[src/rtl/kronos_mem_arbiter.sv]
// Round-robin arbiter merging the Kronos instruction and data ports onto one
// single-ported synchronous SRAM with 1-cycle read latency.
module kronos_mem_arbiter #(
  parameter int unsigned MEM_AW = 12
) (
  input  logic              clk,
  input  logic              rstz,
  input  logic [31:0]       instr_addr,
  input  logic              instr_req,
  output logic [31:0]       instr_data,
  output logic              instr_gnt,
  input  logic [31:0]       data_addr,
  input  logic [31:0]       data_wr_data,
  input  logic [3:0]        data_wr_mask,
  input  logic              data_rd_req,
  input  logic              data_wr_req,
  output logic [31:0]       data_rd_data,
  output logic              data_gnt,
  output logic              mem_en,
  output logic              mem_we,
  output logic [MEM_AW-1:0] mem_addr,
  output logic [31:0]       mem_wr_data,
  output logic [3:0]        mem_wr_mask,
  input  logic [31:0]       mem_rd_data
);

  localparam int unsigned ADDR_LSB = 2;
  localparam int unsigned ADDR_MSB = MEM_AW + 1;

  typedef enum logic {
    IDLE = 1'b0,
    RESP = 1'b1
  } state_e;

  state_e            state_q, state_d;
  logic              owner_q, owner_d;
  logic              last_owner_q, last_owner_d;
  logic              data_req;
  logic              winner;
  logic              win_en;
  logic              win_we;
  logic [MEM_AW-1:0] win_addr;

  assign data_req = data_rd_req | data_wr_req;

  // last_owner resets to data so the instruction port wins the first tie
  always_ff @(posedge clk or negedge rstz) begin
    if (!rstz) begin
      state_q      <= IDLE;
      owner_q      <= 1'b0;
      last_owner_q <= 1'b1;
    end else begin
      state_q      <= state_d;
      owner_q      <= owner_d;
      last_owner_q <= last_owner_d;
    end
  end

  always_comb begin
    state_d      = state_q;
    owner_d      = owner_q;
    last_owner_d = last_owner_q;
    winner       = 1'b0;
    win_en       = 1'b0;
    win_we       = 1'b0;
    win_addr     = '0;
    case (state_q)
      IDLE: begin
        if (instr_req || data_req) begin
          winner       = (instr_req && data_req) ? ~last_owner_q : data_req;
          win_en       = 1'b1;
          win_we       = winner & data_wr_req;
          win_addr     = winner ? data_addr[ADDR_MSB:ADDR_LSB]
                                : instr_addr[ADDR_MSB:ADDR_LSB];
          state_d      = RESP;
          owner_d      = winner;
          last_owner_d = winner;
        end
      end
      RESP: begin
        state_d = IDLE;
      end
      default: begin
        state_d = IDLE;
      end
    endcase
  end

  // Strobes are held off while reset is asserted, even with a request pending
  assign mem_en      = rstz & win_en;
  assign mem_we      = rstz & win_en & win_we;
  assign mem_addr    = win_addr;
  assign mem_wr_data = data_wr_data;
  assign mem_wr_mask = data_wr_mask;

  assign instr_gnt    = (state_q == RESP) & ~owner_q;
  assign data_gnt     = (state_q == RESP) &  owner_q;
  assign instr_data   = mem_rd_data;
  assign data_rd_data = mem_rd_data;

  // Byte-offset and out-of-range address bits are deliberately ignored
  logic unused_addr_bits;
  assign unused_addr_bits = ^{instr_addr[31:MEM_AW+2], instr_addr[1:0],
                              data_addr[31:MEM_AW+2], data_addr[1:0]};

endmodule

[config.mk]
export PLATFORM = sky130hd
export DESIGN_NAME = kronos_mem_arbiter
export DESIGN_NICKNAME = d
export VERILOG_FILES = /design/src/rtl/kronos_mem_arbiter.sv
export SDC_FILE = /design/constraint.sdc
export NUM_CORES = 1
export LEC_CHECK = 0
export CAP_MARGIN = 20
export CORE_AREA = 2 2 97 99
export DETAILED_ROUTE_END_ITERATION = 8
export DIE_AREA = 0 0 99 101
export GPL_TIMING_DRIVEN = 0
export SYNTH_ARGS = -nofsm -noshare
export SYNTH_HDL_FRONTEND = slang
export SYNTH_SLANG_ARGS = --single-unit
[constraint.sdc]
create_clock -name clk -period 1.85 [get_ports clk]
set_input_delay 0.185 -clock clk [delete_from_list [all_inputs] [get_ports clk]]
set_output_delay 0.185 -clock clk [all_outputs]
set_load 0.02 [all_outputs]
## Yosys cells after proc, flatten, opt, wreduce, memory -nomap -nowiden

Index checks and enable logic that the tools add are counted.

| word-level totals | value |
|---|---|
| input port bits | 137 |
| flip-flop bits (word level) | 3 |
| word-level logic and storage cells | 24 |
| output and inout bits | 116 |

| cells by class | value |
|---|---|
| bitwise logic cells | 9 |
| reductions and logical operators | 3 |
| mux-type cells | 9 |

Operators by type and width:

| operator | count |
|---|---|
| two-way mux 12 bit | 3 |
| AND 1 bit | 5 |
| two-way mux 1 bit | 5 |
| NOT 1 bit | 3 |
| one-hot mux 1 bit (2 select lines) | 1 |
| AND reduction 2 bit | 1 |
| logical AND 1 bit | 1 |
| logical OR 1 bit | 1 |
| bitwise OR 1 bit | 1 |

## Longest topological paths before layout

Gate-level depths: netlist (run 1).

| logic depth | value |
|---|---|
| depth in word-level cells | 7 |
| gate-level depth with buffers | 5 |
| depth with buffers taken out | 4 |

## Worst setup path after synthesis (run 1)

No wires, ideal clock.

| path | value |
|---|---|
| path kind | flip-flop to output port |
| start | reg last_owner_q |
| end | out mem_addr[10] |
| data required time | 1.665 ns |
| path buffers | 1 |
| path slack | 0.339 ns |
| arrival time | 1.326 ns |
| cell stages (with the launch flop) | 5 |
| path through | dfstp_2 > o2bb2ai_1 > buf_4 > nand2_1 > a21oi_1 |

| on the way | value |
|---|---|
| word-level cells in the longest chain between the ends | 5 |

RTL lines:

| item | RTL line | RTL |
|---|---|---|
| start: declaration | 37 | `logic last_owner_q, last_owner_d;` |
| start signal: assignment | 55 | `last_owner_q <= last_owner_d;` |
| NOT 1 bit | 70 | `winner = (instr_req && data_req) ? ~last_owner_q : data_req;` |
| two-way mux 1 bit | 70 |  |
| two-way mux 12 bit | 73 | `win_addr = winner ? data_addr[ADDR_MSB:ADDR_LSB]` |
| two-way mux 12 bit | 69 | `if (instr_req \|\| data_req) begin` |
| two-way mux 12 bit | 67 | `case (state_q)` |
| end: declaration | 21 | `output logic [MEM_AW-1:0] mem_addr,` |

Every way passes these cells.

## Final worst setup path (run 1)

| path | value |
|---|---|
| start | reg last_owner_q |
| end | out mem_addr[9] |

Same word-level chain as after synthesis.

==> reports/metrics.cfg, run 1 <==
[cells_and_area]
post-route-util_pct=30.3
final_common_cell=clkdlybuf4s50_1
nNetsFinal=445
final_cell_mix=clkdlybuf4s50_1, buf_4, nand2_1
syn_to_final_growth_pct=149
drive_above_1_share_pct=40.1
antenna_cells=0

[floorplan]
initial_core_util_pct=12.2
core_sq_um=8980
die_area_sq_um=10000
ios=253
die_h_um=101
row_count=35
die_x_um=99

[route]
num_vias=1373
drt_iter0_markers=30
drc=0
viasPerCell=3.28
wl_per_cell_um=10.3
final_antenna_net_count=0
wirelength_um=4310
dr.pass1.iters=3

[run_status]
status=complete, no violations

[global_routing]
grt-ovfl-total=0
grt_pass1_vias=1385
antenna_found_initial=0
grt_start_max_net_pins=11
grt_pass1_wl_um=5880
grt_use_total_pct=7.12

[synthesis]
syn_avg_cell_area_sq_um=6.97
syn_nets=294
yosys_warnings=0
yosysSeqAreaShare_pct=6.98
synthCells=157
synthesis.area_sq_um=1090
synth_cell_types=17
synth_seq_cells=3

[power_and_ir_drop]
fin_total_pwr_mw=1.20
power-per-cell-area_nw_per_um2=441
ir_worst_vdd_mv=0.161
p_leak_nw=1.26

[cts]
clkTransAtPathRegs_ps=30
cts_buffer_depth=2
cts_max_level=1
cts_tree=done
clk_latency_ps=210
cts_hold_buf=0
numCtsBuffers=3
clock-sinks=3
root_buffer=clkbuf_8

[critical_path]
rrSetupSlack_ps=610
crit_arrival_ps=1570
critPathTopFamily=flip-flops
rr_worst_depth=4
worst_setup_path_start_kind=register
r2r-end=owner_q$_DFFE_PN0P_
crit_fanout=6
cp-end-kind=output port
critical_path.slowest_cell=dfstp_2
regToRegStartpoint=last_owner_q$_DFFE_PN1P_
crit_chain=o2bb2ai_4, buf_6, nand2_1, a21oi_1, clkdlybuf4s15_2
max_stage_delay_ps=570
cp.required_ps=1660
crit_buf_inv=2
path_class=register to output port
worstSetupStartpoint=last_owner_q$_DFFE_PN1P_

[placement]
port_buffers=144
gp_congestion=0.809
dp_hpwl_um=3920

[sta]
final_max_slew_viol_count=0
clock_skew_ps=0.557
max_slew_margin_pct=83.6
tightest_slew_ps=246
rsz0062_at_grt=false
min_period_over_period_pct=94.7
fin_crit_ps=1750
clock.fmax_ghz=0.571
hold_viol_final=0
finalSetupViolations=0

[min_path]
hold_class=input port to asynchronous set/reset pin

[job]
cap_violations=0

==> cells by family after synthesis <==
kind of cell	synth area share [%]
buffers and inverters	71.6
AO/OA/AOI/OAI	9.61
flip-flops	6.98
AND/OR/NAND/NOR	11.8
==> sequential cells by signal, indices dropped and copies added, names as in the netlist <==
register and cells:
state_q 1, last_owner_q 1, owner_q 1
==> routing by layer <==
metal | up-vias | GRT usage [%] | part of all wire (%)
li1 | 691 | - | -
met1 | 580 | 6.97 | 30
met2 | 98 | 14.7 | 60
met3 | 4 | 1.73 | 9.2
met4 | 0 | 1.90 | 0.74
met5 | - | 0 | 0
==> cells in the mapped netlist <==
cell	count	area [sq um]
buf_4	101	758
nand2_1	25	93.8
a21oi_1	12	60.1
o21ai_0	4	20.0
and2_1	2	12.5
dfrtp_1	2	50.1
a211oi_1	1	7.51
a2bb2oi_1	1	8.76
buf_2	1	5.00
buf_6	1	11.3
clkbuf_2	1	5.00
dfstp_2	1	26.3
inv_1	1	3.75
nor2b_1	1	6.26
nor3_2	1	10.0
o2bb2ai_1	1	8.76
or2_1	1	6.26
==> where the power goes <==
group          internal, mW  switching [mW]  total, mW
sequential           0.0880          0.0191      0.107
clock                 0.147          0.0434      0.190
combinational         0.495           0.407      0.902
total                 0.730           0.470       1.20
==> worst max-delay path by stage <==
stage	to	slack (ps)	cells past startpoint
after global placement	mem_addr[8]	-480	6
after floorplan	mem_addr[10]	340	4
after detailed placement	mem_addr[8]	-470	6
final	mem_addr[9]	100	5
after CTS	mem_addr[10]	20	5
after global routing	mem_addr[9]	0.09	5
==> metrics by stage <==
step	hold WS (ps)	cells	setup TNS, ps	instance area, sq um	worst slack (ps)
floorplan	-111	157	0	1090	339
detailed placement	407	412	-5380	2670	-465
global route	184	418	0	2720	0.0889
CTS	179	416	0	2700	17.8
global placement	404	412	-5250	2670	-480
finish	176	418	0	2720	98.5
==> timing repair <==
item | CTS | global route
buffers inserted | 0 | 1
cloned | 0 | 1
gates resized for setup | 47 | 2
setup endpoints to repair | 14 | 2
hold endpoints to repair | 0 | 0
==> cell type report <==
class,count,area (sq um)
sequential,3,76.3
tap,111,139
fill,920,6250
buffer,104,786
multi-input combinational,49,259
timing repair buffer,146,1410
inverter,1,3.75
clock buffer,4,45.0
Note: power is estimated with default switching activity, not from simulation.
==> run 2, diff against run 1 <==
ABC_CLOCK_PERIOD_IN_PS = 1850   (was not set)
==> results of run 2 <==
Same layout as run 1: the final DEF is identical, and so are final timing and power.
